===== src/rtl/ifetch_unit.sv =====
// ifetch_unit: instruction fetch stage ahead of the main decoder.
// Owns the program counter, fetches one word at a time over a
// request/ready handshake, holds it in the instruction register until
// the downstream stage acknowledges it, then advances or redirects.
// A misaligned redirect parks the unit in a sticky fault state.
module ifetch_unit #(
    parameter logic [31:0] RESET_PC = 32'h0000_0000
) (
    input  logic        clk,
    input  logic        reset,
    output logic        imem_req,
    output logic [31:0] imem_addr,
    input  logic        imem_ready,
    input  logic [31:0] imem_rdata,
    output logic [31:0] instr,
    output logic [6:0]  op,
    output logic        instr_valid,
    output logic [31:0] pc,
    output logic [31:0] pc_plus4,
    input  logic        instr_ack,
    input  logic        redirect,
    input  logic [31:0] redirect_target,
    output logic        fault,
    output logic [31:0] instret
);

    localparam logic [1:0] ST_FETCH = 2'd0;
    localparam logic [1:0] ST_HOLD  = 2'd1;
    localparam logic [1:0] ST_FAULT = 2'd2;

    logic [1:0]  state_reg,    state_next;
    logic [31:0] fetch_pc_reg, fetch_pc_next;
    logic [31:0] instr_reg,    instr_next;
    logic [31:0] pc_reg,       pc_next;
    logic [31:0] instret_reg,  instret_next;

    // Handshake outputs are pure functions of the state, so the request
    // and its address stay put until the memory answers.
    assign imem_req    = (state_reg == ST_FETCH);
    assign instr_valid = (state_reg == ST_HOLD);
    assign fault       = (state_reg == ST_FAULT);
    assign imem_addr   = fetch_pc_reg;
    assign instr       = instr_reg;
    assign op          = instr_reg[6:0];
    assign pc          = pc_reg;
    assign pc_plus4    = pc_reg + 32'd4;
    assign instret     = instret_reg;

    // Next-state logic: capture on ready, advance/redirect/fault on ack.
    always_comb begin
        state_next    = state_reg;
        fetch_pc_next = fetch_pc_reg;
        instr_next    = instr_reg;
        pc_next       = pc_reg;
        instret_next  = instret_reg;
        case (state_reg)
            ST_FETCH: begin
                if (imem_ready) begin
                    instr_next = imem_rdata;
                    pc_next    = fetch_pc_reg;
                    state_next = ST_HOLD;
                end
            end
            ST_HOLD: begin
                if (instr_ack) begin
                    instret_next = instret_reg + 32'd1;
                    if (!redirect) begin
                        fetch_pc_next = pc_reg + 32'd4;
                        state_next    = ST_FETCH;
                    end else if (redirect_target[1:0] == 2'b00) begin
                        fetch_pc_next = redirect_target;
                        state_next    = ST_FETCH;
                    end else begin
                        // Misaligned target: stop fetching, keep fetch_pc.
                        state_next = ST_FAULT;
                    end
                end
            end
            default: begin
                // Fault (and the unused encoding) is left only by reset.
                state_next = ST_FAULT;
            end
        endcase
    end

    // State registers with synchronous reset; reset abandons any request.
    always_ff @(posedge clk) begin
        if (reset) begin
            state_reg    <= ST_FETCH;
            fetch_pc_reg <= RESET_PC;
            instr_reg    <= 32'd0;
            pc_reg       <= 32'd0;
            instret_reg  <= 32'd0;
        end else begin
            state_reg    <= state_next;
            fetch_pc_reg <= fetch_pc_next;
            instr_reg    <= instr_next;
            pc_reg       <= pc_next;
            instret_reg  <= instret_next;
        end
    end

endmodule


===== config.mk =====
export PLATFORM = sky130hd
export DESIGN_NAME = ifetch_unit
export DESIGN_NICKNAME = d
export VERILOG_FILES = /design/src/rtl/ifetch_unit.sv
export SDC_FILE = /design/constraint.sdc
export NUM_CORES = 1
export LEC_CHECK = 0
export CORE_ASPECT_RATIO = 1.4
export CORE_MARGIN = 1
export CORE_UTILIZATION = 43
export DETAILED_ROUTE_END_ITERATION = 12
export HOLD_SLACK_MARGIN = 0.12
export PLACE_DENSITY = 0.86
export RECOVER_POWER = 100
export SETUP_SLACK_MARGIN = 0.15
export SYNTH_ARGS = -nofsm -noshare
export SYNTH_HDL_FRONTEND = slang
export SYNTH_SLANG_ARGS = --single-unit

===== constraint.sdc =====
create_clock -name clk -period 2.3 [get_ports clk]
set_clock_uncertainty 0.05 [all_clocks]
set_input_delay 0.46 -clock clk [delete_from_list [all_inputs] [get_ports clk]]
set_output_delay 0.46 -clock clk [all_outputs]
set_load 0.1 [all_outputs]

# Word level (Yosys, flattened, before mapping)
# Cells that the tools add are included.
# totals
inputBits,69
register_bits,130
# op_classes
n_reduce_logical,6
addsub,2
n_mux,7
n_eq_ne,5
# ops
operator,count
32-bit 2-to-1 mux,2
32-bit by 1-bit adder with 32-bit output (second input constant),1
32-bit by 3-bit adder with 32-bit output (second input constant),1
2-bit 2-to-1 mux,4
2-bit by 1-bit != test with 1-bit output (second input constant),3
2-bit AND reduction,3
2-bit zero test,2
2-bit case mux with 2 select lines,1
3-bit AND reduction,1
2-bit by 1-bit == test with 1-bit output (second input constant),1
2-bit == test (second input constant),1

# Logic depth before layout (Yosys ltp)
# Gate-level depths: netlist of the first run.
# logic_depth
word_depth,5
ltp_mapped,7

# Least setup slack after synthesis of the first run
# OpenSTA, ideal clock, no wires.
# synth_timing
path_type,reg-to-output
start,register pc_reg[2] (netlist: pc[2])
end,output port pc_plus4[30]
t_required_ps,1790
n_path_buf,0
path_stages_with_launch,6
t_arrival_ps,3948
slack_ps,-2158
cell_sequence,dfxtp_1 ha_1 nand3_1 nor4_1 nand4_1 xnor2_1
# synth_via
elab_chain_cells,1
# synth_rtl
item,line,source
from (decl),34,"logic [31:0] pc_reg, pc_next;"
from (signal assigned),98,pc_reg <= pc_next;
32-bit by 3-bit adder with 32-bit output,46,assign pc_plus4 = pc_reg + 32'd4;
to (decl),19,"output logic [31:0] pc_plus4,"
# No other way between the ends.

# Final worst setup path of the first run
# layout_timing
start,register pc_reg[21] (netlist: pc[21])
end,output port pc_plus4[31]
# The elaborated chain is that of the path after synthesis.

==> results.yml, run 1 <==
critical_path:
  critPathCaptureType: "output pin"
  path_cells: "buf_6 > nand4_1 > nor4_4 > buf_6 > nand4_1 > xnor2_4 > buf_12"
  cp.arrival_ps: 2360
  worst_setup_path_start_kind: "flop"
  critPathKind: "reg2out"
  critPathSlowestCell: "dfxtp_4"
  required_ps: 1790
  critical-path-max-stage-delay_ps: 360
  path_max_fanout: 7
power_and_ir_drop:
  static-leakage-power_nw: 4.23
  power_density_nw_per_um2: 610
  fin_total_pwr_mw: 6.10
  peakVddDrop_mv: 0.359
die:
  die-height_um: 140
  die-width_um: 101
  initial_utilization: 0.440
  row_count: 50
  io_pins: 239
  core_um2: 13300
  die-area_um2: 14100
timing:
  maxSlewHeadroom: 0.453
  hold_viol_final: 0
  post-route-period-util: 1.25
  finalSetupViolCount: 26
  finalCriticalPeriod_ps: 2870
  final.setup.worst_slack_ps: -573
  clock.fmax_mhz: 348
  drv_slew: 0
  worstMarginPinSlew_ps: 821
  tns_ps: -7810
  grt_setup_unrepaired: "yes"
clocking:
  path_clk_slew_ps: 60
  cts.sinks: 130
  clk_latency_ps: 420
  cts.path.max_buffers: 2
  cts_buffers: 17
  cts_tree: "built"
  cts.htree.levels: 4
  clockRootBuffer: "clkbuf_16"
yosys:
  synth_top_cell_by_area: "dfxtp_1"
  synth_simple_gate_area_frac: 0.284
  yosys-mux-area-fraction: 0.00342
  synth_compound_area_frac: 0.130
  synth_edf_count: 0
  synth_xor_xnor_area_share: 0.0822
  synthAdderAreaFrac: 0.00427
  ys_ff_latch: 130
  syn_nets: 811
  synth.yosys.seq_area_share: 0.444
  yosysTopAreaCellShare: 0.444
  avgSynthCellArea_um2: 7.92
  synth.most_common_cell: "nand2_1"
  synth_top_family_by_area: "simple AND/OR/NAND/NOR gates"
  yosysWarnings: 0
  syn_area_um2: 5860
  synth_commonest_cells: "178 x nand2_1, 130 x dfxtp_1, 88 x a21oi_1, 41 x clkbuf_1, 39 x nor2_1"
  synth.distinct_cells: 40
  synth-main-ff-cell: "dfxtp_1"
  synthTopCellsByArea: "dfxtp_1 44%, nand2_1 11%, a21oi_1 7.5%"
  synth_cells: 740
  synth-async-reset-ratio: 0
drt:
  dr_wl_met2_mm: 11.8
  dr.pass1.iters: 5
  num_vias: 6758
  drtAntennaViolNets: 0
  vias_per_cell: 5.55
  wl_per_cell_um: 18.6
  top_layer_used: "met4"
  drc: 0
  drt_iter0_drc: 425
  wl_met3_mm: 1.68
  routedLengthMet1_mm: 8.01
  drt-total-wl_mm: 22.7
run_status:
  violations: "negative setup slack"
  status: "finished with violations"
placement:
  dp.final_hpwl_mm: 14.4
  dp_cells: 1155
  preCtsSetupSlack_ps: 26.5
  io_buffer_count: 238
  gp_congestion: 0.859
flow_run:
  cap_violations: 0
layout:
  area_growth_pct: 70.8
  layout.cells.non_filler: 1218
  num-nets-final: 1094
  drive_gt1_frac: 0.400
  n_antenna_cell: 0
  final_core_util: 0.751
global_route:
  grt_pass1_wl_mm: 33.5
  track_usage: 0.309
  antenna_found_initial: 1
  grt_max_degree: 61
  gr-total-overflow: 0
  grt_pass1_vias: 6347
worst_hold_path:
  min_path_type: "in2reg"
## cell families after synthesis
logic type      count (synthesis)
xor+xnor                       55
mux                             2
simple gates                  351
flops                         130
fa+ha+maj                       2
compound gates                130
buf+inv                        70
## critical path: cells and delay by family, from the launching register on
kind	cells	cell delay (ps)
xor+xnor	1	280
buf+inv	3	490
flops	1	360
simple gates	3	810
## through the flow
stage	cell area [um^2]	hold slack, ps
2_1_floorplan	6600	491
3_3_place_gp	9380	393
3_5_place_dp	9380	397
4_1_cts	10300	251
5_1_grt	10000	280
6_report	10000	284
## final timing paths
kind | end | startpoint | depth (start not counted) | slack, ps
setup / recovery | pc_plus4[31] | pc[21]$_SDFFE_PP0P_ | 7 | -570
hold / removal | pc[19]$_SDFFE_PP0P_ | reset | 2 | 280
setup reg to reg | imem_addr[26]$_SDFFE_PP0P_ | pc[21]$_SDFFE_PP0P_ | 7 | 180
hold reg to reg | instr[31]$_SDFFE_PP0P_ | instr[31]$_SDFFE_PP0P_ | 2 | 400
## power breakdown
part / total [mW] / internal [mW] / switching [mW]
Combinational: 1.02 / 0.250 / 0.773
Sequential: 2.32 / 2.28 / 0.0409
Clock: 2.75 / 1.70 / 1.06
## repair_timing
item,4_1_cts,5_1_grt
pin swaps,31,11
cloned,0,0
endpoints found under the setup margin,27,27
resized for setup,39,10
setup buffers,20,11
hold buffers,0,0
## placed cells by master, fill, tap and decap left out, types with 4 or more instances in the layout
master / count
nand2_1: 172
clkbuf_2: 137
a21oi_1: 88
dfxtp_1: 76
clkdlybuf4s50_1: 64
buf_4: 59
nor2_1: 35
buf_12: 32
dfxtp_2: 31
nand3_1: 27
dfxtp_4: 23
buf_6: 19
nand4_1: 18
xnor2_4: 18
clkbuf_16: 17
a31o_2: 15
nor3_1: 15
xor2_1: 15
and3_1: 14
xnor2_1: 13
nand2b_1: 11
inv_1: 10
o211ai_1: 10
clkbuf_1: 8
nand3_4: 6
nor4_4: 5
and4_1: 5
xor2_4: 5
o21ai_0: 5
a31oi_1: 5
nor3_4: 4
nor4_1: 4
## routing by layer
metal	GRT usage	vias to the layer above
li1	-	3085
met1	0.338	3214
met2	0.559	365
met3	0.0604	94
met4	0.153	0
met5	0	-
## area by class of cell
cell class | count | area [um^2]
flip-flops and latches | 130 | 2730
inverters | 11 | 41.3
well taps | 182 | 228
fillers | 957 | 3320
clock buffers | 22 | 474
multi-input cells | 540 | 3700
clock inverters | 10 | 125
repair buffers | 323 | 2710
(Power assumes the default switching activity.)
==> run 2, diff against run 1 <==
Settings changed: TNS_END_PERCENT from default to 10.
==> run 2 against run 1 <==
Power rose by 0.94%; sequential power about the same; largest cell class unchanged; via count is 3.5% lower; the flow still finishes with violations (negative setup slack).
==> results.yml, run 2 (synthesized netlist as in run 1, its figures left out) <==
global_route:
  grt_max_degree: 62
  antenna_found_initial: 1
  grt_pass1_vias: 6171
  track_usage: 0.287
  grt_pass1_wl_mm: 31.5
  gr-total-overflow: 0
clocking:
  cts_buffers: 17
  cts_tree: "built"
  clockRootBuffer: "clkbuf_16"
  clk_latency_ps: 420
  cts.htree.levels: 4
  cts.path.max_buffers: 2
  cts_hold_buf: 0
  path_clk_slew_ps: 60
  cts.sinks: 130
worst_hold_path:
  whs_endpoint: "pc[27]$_SDFFE_PP0P_"
  min_path_type: "in2reg"
  worstHoldStart: "reset"
  hold_depth: 2
die:
  io_pins: 239
  die-height_um: 140
  die-width_um: 101
  core_um2: 13300
  die-area_um2: 14100
  initial_utilization: 0.440
  row_count: 50
drt:
  num_vias: 6522
  wl_per_cell_um: 17.5
  drtAntennaViolNets: 0
  drt-total-wl_mm: 21.0
  vias_per_cell: 5.42
  drc: 0
  dr.pass1.iters: 6
  drt_iter0_drc: 360
placement:
  gp_congestion: 0.883
  dp_cells: 1158
  io_buffer_count: 238
  dp.final_hpwl_mm: 14.1
  preCtsSetupSlack_ps: -7.53
timing:
  clock.fmax_mhz: 352
  finalSetupViolCount: 25
  final.setup.worst_slack_ps: -537
  finalCriticalPeriod_ps: 2840
  worstMarginPinSlew_ps: 835
  hold_viol_final: 0
  post-route-period-util: 1.23
  drv_slew: 0
  maxSlewHeadroom: 0.443
  grt_setup_unrepaired: "yes"
critical_path:
  rr_worst_depth: 6
  worst_setup_path_start_kind: "flop"
  required_ps: 1790
  critPathKind: "reg2out"
  r2r_setup_slack_ps: 0
  rr_endpoint: "imem_addr[19]$_SDFFE_PP0P_"
  timing.rr.start: "state_reg[0]$_SDFFE_PP0P_"
  cp.arrival_ps: 2330
  critPathCaptureType: "output pin"
  path_max_fanout: 5
layout:
  final_core_util: 0.715
  area_growth_pct: 62.6
  drive_gt1_frac: 0.356
  final_common_cell: "nand2_1"
  layout_common_cells: "173 x nand2_1, 145 x clkbuf_2, 101 x dfxtp_1"
  layout.cells.non_filler: 1203
  fillerInstances: 1041
  num-nets-final: 1078
run_status:
  violations: "negative setup slack"
  status: "finished with violations"
power_and_ir_drop:
  power_density_nw_per_um2: 646
  peakVddDrop_mv: 0.397
  static-leakage-power_nw: 4.00
flow_run:
  cap_violations: 0
-- run 2: layout make-up --
cell class | count | area, um^2 | share of cell area
multi-input cells | 540 | 3460 | 0.363
diodes | 1 | 2.50 | 0.000263
well taps | 182 | 228 | 0.0239
clock inverters | 9 | 116 | 0.0122
flip-flops and latches | 130 | 2700 | 0.283
repair buffers | 307 | 2480 | 0.260
inverters | 11 | 41.3 | 0.00433
clock buffers | 23 | 509 | 0.0535
-- run 2: worst max-delay path by stage --
stage | to | slack, ps | from | cells past startpoint
2_1_floorplan | pc[2]$_SDFFE_PP0P_ | -480 | state_reg[1]$_SDFFE_PP0P_ | 6
3_3_place_gp | pc_plus4[22] | -6 | pc[11]$_SDFFE_PP0P_ | 5
3_5_place_dp | pc_plus4[22] | -8 | pc[11]$_SDFFE_PP0P_ | 5
4_1_cts | pc_plus4[23] | -410 | pc[11]$_SDFFE_PP0P_ | 5
5_1_grt | pc_plus4[21] | -570 | pc[5]$_SDFFE_PP0P_ | 7
6_report | pc_plus4[21] | -540 | pc[5]$_SDFFE_PP0P_ | 7
-- run 2: routing by layer --
metal / vias to the layer above / GRT usage / part of all wire
li1: 3052 / - / -
met1: 3081 / 0.306 / 0.37
met2: 309 / 0.518 / 0.53
met3: 80 / 0.0619 / 0.058
met4: 0 / 0.153 / 0.047
met5: - / 0 / 0
-- run 2: worst max-delay path, cell delays in order, from the launching register on --
cell	delay, ps
dfxtp_4	350
buf_6	120
nand4_1	230
nor3_4	300
buf_4	160
nand4_1	220
xnor2_4	310
buf_12	210
-- run 2: power breakdown --
part | internal, mW | switching (mW)
Sequential | 2.28 | 0.0390
Combinational | 0.236 | 0.759
Clock | 1.79 | 1.05
-- run 2: repair_timing --
item | in CTS | in global routing
endpoints found under the setup margin | 26 | 27
gates cloned | 0 | 0
endpoints found under the hold margin | 0 | 0
pin swaps | 11 | 9
gates resized for setup | 9 | 12
setup buffers | 1 | 11
-- run 2: per-stage QoR --
stage	instance area, um^2	total power [mW]	setup TNS [ps]	hold slack, ps
2_1_floorplan	6430	3.09	-42700	438
3_3_place_gp	9200	3.41	-6.08	393
3_5_place_dp	9200	3.42	-7.53	397
4_1_cts	9870	6.24	-5740	303
5_1_grt	9530	6.33	-8180	347
6_report	9530	6.16	-6690	330
==> run 3, diff against run 2 <==
Settings changed: CELL_PAD_IN_SITES_DETAIL_PLACEMENT from default to 2, CELL_PAD_IN_SITES_GLOBAL_PLACEMENT from default to 2, CORE_UTILIZATION 43 to 23, PLACE_DENSITY 0.86 to 0.85.
==> run 3 against run 2 <==
The run still ends with negative setup slack left; count of clock-buffer cells in the layout fell by 5; core utilization fell by 32 points; routed wire length rose by 30%; die area rose by 85%; largest cell class unchanged; final cell count rose by 11%; first-iteration DRC count fell by 47%; critical endpoint is now pc_plus4[23]; critical path type unchanged.
==> results.yml, run 3 (synthesized netlist as in run 1, its figures left out) <==
timing:
  grt_setup_unrepaired: "yes"
  finalCriticalPeriod_ps: 2760
  post-route-period-util: 1.20
  hold_viol_final: 0
  drv_slew: 0
  final.setup.worst_slack_ps: -464
  maxSlewHeadroom: 0.425
  finalSetupViolCount: 25
  worstMarginPinSlew_ps: 863
  clock.fmax_mhz: 362
run_status:
  status: "finished with violations"
  violations: "negative setup slack"
critical_path:
  cp.arrival_ps: 2250
  rr_worst_depth: 5
  path_max_fanout: 2
  worst_setup_path_start_kind: "flop"
  critPathKind: "reg2out"
  critical-path-max-stage-delay_ps: 560
  path_cells: "nand3_2 > or4_4 > nor4_4 > xor2_4 > buf_12"
  critPathSlowestCell: "or4_4"
  cp_top_family: "simple AND/OR/NAND/NOR gates"
  rr_endpoint: "pc[24]$_SDFFE_PP0P_"
  timing.rr.start: "state_reg[1]$_SDFFE_PP0P_"
  critPathCaptureType: "output pin"
  r2r_setup_slack_ps: 200
  crit_buf_inv: 1
  required_ps: 1790
die:
  row_count: 68
  core_um2: 24800
  die-area_um2: 26100
  initial_utilization: 0.236
  die-width_um: 137
  io_pins: 239
  die-height_um: 191
placement:
  io_buffer_count: 238
  preCtsSetupSlack_ps: -36.8
  gp_congestion: 0.829
  dp.final_hpwl_mm: 19.2
  place_area_um2: 9380
  dp_cells: 1294
drt:
  drt-total-wl_mm: 27.3
  num_vias: 6550
  drc: 0
  dr.pass1.iters: 4
  wl_per_cell_um: 20.5
  vias_per_cell: 4.91
  drt_iter0_drc: 192
  drtAntennaViolNets: 0
global_route:
  track_usage: 0.214
  grt_max_degree: 65
  grt_pass1_wl_mm: 41.7
  grt_pass1_vias: 7151
  antenna_found_initial: 0
  gr-total-overflow: 0
clocking:
  cts_buffers: 17
  cts.htree.levels: 4
  cts_hold_buf: 0
  cts_tree: "built"
  clk_latency_ps: 440
  cts.sinks: 130
  path_clk_slew_ps: 60
  cts.path.max_buffers: 2
  clockRootBuffer: "clkbuf_16"
layout:
  layout.cells.non_filler: 1333
  drive_gt1_frac: 0.356
  area_growth_pct: 66.0
  layout_common_cells: "174 x nand2_1, 145 x clkbuf_2, 101 x dfxtp_1"
  final_common_cell: "nand2_1"
  final_area_um2: 9730
  fillerInstances: 2786
  n_antenna_cell: 0
  final_core_util: 0.392
  num-nets-final: 1076
power_and_ir_drop:
  peakVddDrop_mv: 0.500
  sw_frac_of_total: 0.296
  static-leakage-power_nw: 4.01
  power_switching_mw: 1.91
  clkPwrFrac: 0.481
  fin_total_pwr_mw: 6.47
  power_density_nw_per_um2: 665
  power_frac_comb: 0.159
  intPower_mw: 4.55
  power_frac_seq: 0.360
flow_run:
  cap_violations: 0
worst_hold_path:
  whs_endpoint: "instr[19]$_SDFFE_PP0P_"
  worstHoldStart: "instr[19]$_SDFFE_PP0P_"
  min_path_type: "reg2reg"
  hold_depth: 2
run 3: changes by cell type in the layout (fill, tap and decap cells not counted), sizes merged:
cell	change
buf	-4
bufinv	+4
clkbuf	-3
clkinv	+3
inv	-2
diode	-1
run 3: power by group through the flow:
stage	logic, mW	clock network [mW]	registers, mW
3_5_place_dp	1.09	0	2.38
5_1_grt	1.08	3.30	2.33
4_1_cts	1.10	3.21	2.33
3_3_place_gp	1.07	0	2.37
2_1_floorplan	0.340	0	2.75
6_report	1.03	3.11	2.33
run 3: repair_timing:
action / 4_1_cts / 5_1_grt
endpoints found under the setup margin: 27 / 27
hold endpoints to repair: 0 / 0
buffers inserted: 6 / 1
pin swaps: 20 / 7
resized for setup: 22 / 2
run 3: worst max-delay path by stage:
stage	start	end	depth (start not counted)
5_1_grt	pc[9]$_SDFFE_PP0P_	pc_plus4[30]	6
6_report	pc[4]$_SDFFE_PP0P_	pc_plus4[23]	5
3_5_place_dp	pc[4]$_SDFFE_PP0P_	pc_plus4[22]	5
4_1_cts	pc[4]$_SDFFE_PP0P_	pc_plus4[22]	5
3_3_place_gp	pc[21]$_SDFFE_PP0P_	pc_plus4[22]	5
2_1_floorplan	state_reg[1]$_SDFFE_PP0P_	pc[2]$_SDFFE_PP0P_	6
run 3: per-layer routing:
metal / track usage / wire [um] / vias up
met1: 0.220 / 10100 / 3256
met4: 0.0837 / 887 / 0
met5: 0 / 0 / -
met3: 0.0452 / 1260 / 49
met2: 0.410 / 15100 / 196
li1: - / - / 3049
run 3: layout make-up:
class,count,area [um^2],area share
clock inverters,14,235,0.0242
repair buffers,305,2440,0.250
clock buffers,18,429,0.0441
flip-flops and latches,130,2700,0.277
multi-input cells,540,3500,0.359
inverters,11,41.3,0.00424
well taps,315,394,0.0405
run 3: worst reg2reg max path: stages (launching register included):
cell,delay (ps)
dfxtp_1,390
nor2_1,100
nand2_1,400
clkbuf_4,590
nand2_1,190
a21oi_1,280
run 3: per-stage QoR:
step | hold WS [ps] | setup TNS, ps
after floorplan | 438 | -42700
after global placement | 393 | -13.5
after detailed placement | 406 | -55.1
after CTS | 411 | -7030
after global routing | 437 | -8780
final | 408 | -6380
